`src/rtl/rr_arbiter_one_hot_if.sv`:
```
// Request/grant bundle between requestors, the round-robin arbiter and the
// downstream consumer of the one-hot mux select.
interface rr_arbiter_one_hot_if #(
    parameter int unsigned COUNT       = 4,
    parameter int unsigned INDEX_WIDTH = $clog2(COUNT)
);
    logic [COUNT-1:0]       req_valid;
    logic [COUNT-1:0]       req_ready;
    logic                   grant_valid;
    logic [COUNT-1:0]       grant_one_hot;
    logic [INDEX_WIDTH-1:0] grant_index;
    logic                   grant_ready;

    // Arbiter side.
    modport master (
        input  req_valid,
        input  grant_ready,
        output req_ready,
        output grant_valid,
        output grant_one_hot,
        output grant_index
    );

    // Requestor/consumer side.
    modport slave (
        output req_valid,
        output grant_ready,
        input  req_ready,
        input  grant_valid,
        input  grant_one_hot,
        input  grant_index
    );
endinterface

```
`src/rtl/rr_arbiter_one_hot.sv`:
```
// Round-robin arbiter producing a one-hot mux select with a valid/ready grant.
// A stalled grant is locked until accepted; priority rotates only on accept.
module rr_arbiter_one_hot #(
    parameter int unsigned COUNT       = 4,
    parameter int unsigned INDEX_WIDTH = $clog2(COUNT)
) (
    input logic                  CLK,
    input logic                  RST,
    rr_arbiter_one_hot_if.master bus
);
    typedef enum logic [0:0] {StIdle, StLocked} state_e;

    state_e                 state_q, state_d;
    logic [INDEX_WIDTH-1:0] ptr_q, ptr_d;
    logic [COUNT-1:0]       locked_q, locked_d;

    logic [COUNT-1:0]       req_valid;
    logic                   grant_ready;
    logic                   arb_found;
    logic [INDEX_WIDTH-1:0] arb_index;
    logic                   grant_valid;
    logic [COUNT-1:0]       grant_one_hot;
    logic [INDEX_WIDTH-1:0] grant_index;
    logic [COUNT-1:0]       req_ready;
    logic                   accept;

    assign req_valid   = bus.req_valid;
    assign grant_ready = bus.grant_ready;

    always_ff @(posedge CLK) begin
        if (RST) begin
            state_q  <= StIdle;
            ptr_q    <= '0;
            locked_q <= '0;
        end else begin
            state_q  <= state_d;
            ptr_q    <= ptr_d;
            locked_q <= locked_d;
        end
    end

    // Search starts at ptr and wraps; the first pending requestor wins.
    always_comb begin
        int unsigned idx;
        arb_found = 1'b0;
        arb_index = '0;
        idx       = 0;
        for (int unsigned i = 0; i < COUNT; i++) begin
            idx = (32'(ptr_q) + i) % COUNT;
            if (!arb_found && req_valid[idx[INDEX_WIDTH-1:0]]) begin
                arb_found = 1'b1;
                arb_index = idx[INDEX_WIDTH-1:0];
            end
        end
    end

    always_comb begin
        state_d  = state_q;
        ptr_d    = ptr_q;
        locked_d = locked_q;
        accept   = grant_valid & grant_ready;
        if (accept) begin
            state_d  = StIdle;
            locked_d = '0;
            ptr_d    = (grant_index == INDEX_WIDTH'(COUNT - 1)) ? '0 : grant_index + 1'b1;
        end else if (grant_valid) begin
            state_d  = StLocked;
            locked_d = grant_one_hot;
        end
    end

    // Reset blanks all grant outputs so nothing is accepted in the reset cycle.
    always_comb begin
        grant_valid   = 1'b0;
        grant_one_hot = '0;
        if (!RST) begin
            unique case (state_q)
                StIdle: begin
                    grant_valid = arb_found;
                    if (arb_found) begin
                        grant_one_hot[arb_index] = 1'b1;
                    end
                end
                StLocked: begin
                    grant_valid   = 1'b1;
                    grant_one_hot = locked_q;
                end
                default: ;
            endcase
        end
        grant_index = '0;
        for (int unsigned i = 0; i < COUNT; i++) begin
            if (grant_one_hot[i]) begin
                grant_index = INDEX_WIDTH'(i);
            end
        end
        req_ready = grant_one_hot & {COUNT{grant_ready}};
    end

    assign bus.grant_valid   = grant_valid;
    assign bus.grant_one_hot = grant_one_hot;
    assign bus.grant_index   = grant_index;
    assign bus.req_ready     = req_ready;
endmodule

```
`src/flat_wrapper.sv`:
```
// flat-port wrapper written by rule: the top's interface ports become plain ports
module rr_arbiter_one_hot_flat 
#(
    parameter int unsigned COUNT       = 4,
    parameter int unsigned INDEX_WIDTH = $clog2(COUNT)
)
  (CLK, RST, bus_req_valid, bus_grant_ready, bus_req_ready, bus_grant_valid, bus_grant_one_hot, bus_grant_index);
  rr_arbiter_one_hot_if #(.COUNT(COUNT), .INDEX_WIDTH(INDEX_WIDTH)) bus_i ();
  input logic CLK;
  input logic RST;
  input wire logic [$bits(bus_i.req_valid)-1:0] bus_req_valid;
  input wire logic [$bits(bus_i.grant_ready)-1:0] bus_grant_ready;
  output wire logic [$bits(bus_i.req_ready)-1:0] bus_req_ready;
  output wire logic [$bits(bus_i.grant_valid)-1:0] bus_grant_valid;
  output wire logic [$bits(bus_i.grant_one_hot)-1:0] bus_grant_one_hot;
  output wire logic [$bits(bus_i.grant_index)-1:0] bus_grant_index;
  assign bus_i.req_valid = bus_req_valid;
  assign bus_i.grant_ready = bus_grant_ready;
  assign bus_req_ready = bus_i.req_ready;
  assign bus_grant_valid = bus_i.grant_valid;
  assign bus_grant_one_hot = bus_i.grant_one_hot;
  assign bus_grant_index = bus_i.grant_index;
  rr_arbiter_one_hot #(.COUNT(COUNT), .INDEX_WIDTH(INDEX_WIDTH)) u_core (.CLK(CLK), .RST(RST), .bus(bus_i));
endmodule
```
`config.mk`:
```
export PLATFORM = sky130hd
export DESIGN_NAME = rr_arbiter_one_hot_flat
export DESIGN_NICKNAME = d
export VERILOG_FILES = /design/src/rtl/rr_arbiter_one_hot_if.sv /design/src/rtl/rr_arbiter_one_hot.sv /design/src/flat_wrapper.sv
export SDC_FILE = /design/constraint.sdc
export NUM_CORES = 1
export LEC_CHECK = 0
export CORE_MARGIN = 8
export CORE_UTILIZATION = 40
export CTS_BUF_LIST = sky130_fd_sc_hd__clkbuf_4 sky130_fd_sc_hd__clkbuf_8 sky130_fd_sc_hd__clkbuf_16
export DETAILED_ROUTE_END_ITERATION = 8
export GPL_TIMING_DRIVEN = 0
export PLACE_DENSITY = 0.69
export SLEW_MARGIN = 40
export SYNTH_ARGS = -nofsm -noshare
export SYNTH_HDL_FRONTEND = slang
export SYNTH_SLANG_ARGS = --single-unit
```
`constraint.sdc`:
```
create_clock -name CLK -period 2.8 [get_ports CLK]
set_clock_uncertainty 0.05 [all_clocks]
set_input_delay 0.28 -clock CLK [delete_from_list [all_inputs] [get_ports CLK]]
set_output_delay 0.28 -clock CLK [all_outputs]
set_load 0.005 [all_outputs]
```
==> flow_summary.toml <==
[route]
wl_per_cell_microns = 13.6
wl_mm = 1.57
via_per_inst = 5.64
vias = 649
dr.pass1.iters = 4
drcViolationCount = 0
postRouteAntennaNets = 0
drtIter0Drc = 11

[logic_synthesis]
synthesis.nets = 87
avgSynthCellArea_sq_um = 7.22
syn_inst = 79
ys_seq_area_share_pct = 24.6
ys_ff_latch = 7
synthDistinctLibCells = 34
yosys_warnings = 0
synthesis.area_sq_um = 571

[floorplanning]
die-area_sq_mm = 0.00289
die_w_microns = 53.8
coreArea_sq_mm = 0.00132
ios = 18
start_util_pct = 43.3
row_count = 13
die_y_microns = 53.8

[timing]
hold_ws_ns = 0.410
fin_crit_ns = 2.66
slew_viol_final = 0
rsz0062_at_grt = "no"
setup_violations = 0
layout_setup_ws_ns = 0.135
tightestPinTransition_ns = 0.515
hold_viol = 0
min_period_over_period_pct = 95.2
max_slew_margin_pct = 65.3
fmax_ghz = 0.375

[clocking]
cts.reportedPaths.clkPinSlew_ns = 0.05
root_buffer = "clkbuf_4"
cts_sinks = 7
clock_latency_ns = 0.26
cts_tree = "done"
cts_htree_levels = 1
cts-buffers-inserted = 3
clockBufferDepth = 2

[finish]
fill_cells = 138
fin_cells = 115
layout_commonest_cell = "clkdlybuf4s50_1"
final_cell_mix = "clkdlybuf4s50_1, nor2_1, dfxtp_1"
drive_gt1_share_pct = 9.00
fin_nets = 109
layout.area.seq_sq_um = 140
syn2layout_area_growth_pct = 39.7
insertedDiodeCount = 0
multiInputGateArea_sq_um = 404

[global_routing]
grt_usage_pct = 11.9
grt_start_max_net_pins = 11
overflow = 0
antenna_found_initial = 0
grt_pass1_wl_mm = 2.60
first_global_vias = 571

[placed_design]
post-dp-hpwl_mm = 1.26
portBuffers = 17
pre_cts_slack_ns = -0.0228
placed_cells = 111
gp_congestion = 0.852

[critical_path]
cp_max_fo = 8
slowest_stage = "clkdlybuf4s50_1"
crit_chain = "clkdlybuf4s50_1 > and2b_1 > o21ai_0 > o31ai_1 > nor2b_1 > a211oi_2 > clkdlybuf4s50_1"
critPathBufInv = 2
cp-end-kind = "output pin"
cp.arrival_ns = 2.33
worstSetupPathType = "in -> out"
cpLargestDelayFamily = "buffers and inverters"
start_kind = "input port"
critical_path.most_common_cell = "clkdlybuf4s50_1"
cp.depth = 7
slowest_delay_ns = 0.55
rr_worst_depth = 6
cp.required_ns = 2.47

[pwr]
ir_worst_vdd_v = 0.000202
leakage_uw = 0.000292
powerDensity_mw_per_mm2 = 397
power_uw = 317

[job]
max_cap_violations = 0

[min_path]
hp-class = "reg -> reg"
worstHoldPathCells = 1

[outcome]
status = "finished, final reports clean"
[state kept, by name, summed over array words and instances (netlist names)]
name / cells
u_core.state_q: 1
u_core.ptr_q: 2
u_core.locked_q: 4
[area by class of cell]
type,instances,area share (%)
clock buffer,4,3.77
multi-input combinational,64,50.7
tap,15,2.35
sequential,7,17.6
buffer,4,2.04
inverter,4,1.88
timing repair buffer,17,21.7
[routing by layer]
layer  up-vias  part of all wire (%)  global-route usage, %
met2        14                    47                   18.3
met4         0                   1.1                   4.62
met5         -                     0                      0
li1        329                     -                      -
met1       303                    44                   14.3
met3         3                   7.6                   4.96
[timing repair]
action                     4_1_cts  5_1_grt
setup endpoints to repair        1        1
hold buffers                     0        0
gates resized for setup          1        1
buffers inserted                 0        0
[synthesized netlist by cell type, drive strengths merged]
master / n / area (sq um)
nor4: 1 / 6.26
nand3b: 1 / 7.51
o221a: 1 / 11.3
or4: 1 / 7.51
dfxtp: 7 / 140
nand2b: 4 / 25.0
or3: 1 / 6.26
or2: 1 / 6.26
and3: 1 / 11.3
inv: 4 / 15.0
and2b: 2 / 15.0
o21ai: 6 / 30.0
clkbuf: 3 / 11.3
o21a: 1 / 7.51
a211oi: 3 / 22.5
a21oi: 6 / 30.0
o31ai: 1 / 7.51
o211ai: 2 / 15.0
nor3: 1 / 5.00
ha: 1 / 12.5
nor2b: 4 / 25.0
o41ai: 1 / 8.76
o2bb2ai: 2 / 17.5
mux2i: 1 / 10.0
or4b: 1 / 10.0
or2b: 1 / 7.51
a21boi: 1 / 7.51
o31a: 2 / 17.5
nor2: 12 / 45.0
nand2: 4 / 15.0
a221oi: 1 / 8.76
buf: 1 / 5.00
[metrics by stage]
stage          TNS [ns]  utilization [%]  cell area (sq um)
2_1_floorplan         0                -                571
3_3_place_gp   -0.00103             57.6                759
3_5_place_dp    -0.0228             57.6                759
4_1_cts               0             60.3                795
5_1_grt               0             60.5                797
6_report              0             60.5                797
[where the power goes]
part           switching, uW  internal, uW
registers               3.56           105
logic                   50.5          52.3
clock network           40.7          64.3
total                   94.8           222
[cell families (layout without fill, tap and decap cells)]
logic type | count (synthesis) | after routing | share of synthesized area [%]
flip-flops | 7 | 7 | 24.6
AO/OA/AOI/OAI | 27 | 27 | 32.2
multiplexers | 1 | 1 | 1.75
buffers and inverters | 8 | 29 | 5.48
AND/OR/NAND/NOR | 35 | 35 | 33.8
adder cells (fa/ha/maj) | 1 | 1 | 2.19
[path summary, 6_finish.rpt]
| path | from | to | slack [ns] |
|---|---|---|---|
| worst max-delay path | bus_req_valid[0] | bus_grant_index[1] | 0.14 |
| worst min-delay path | u_core.locked_q[0] | u_core.locked_q[0] | 0.41 |
| worst max register to register | u_core.ptr_q[0] | u_core.ptr_q[0] | 0.72 |
| worst min register to register | u_core.locked_q[0] | u_core.locked_q[0] | 0.41 |
(Power assumes the default switching activity.)
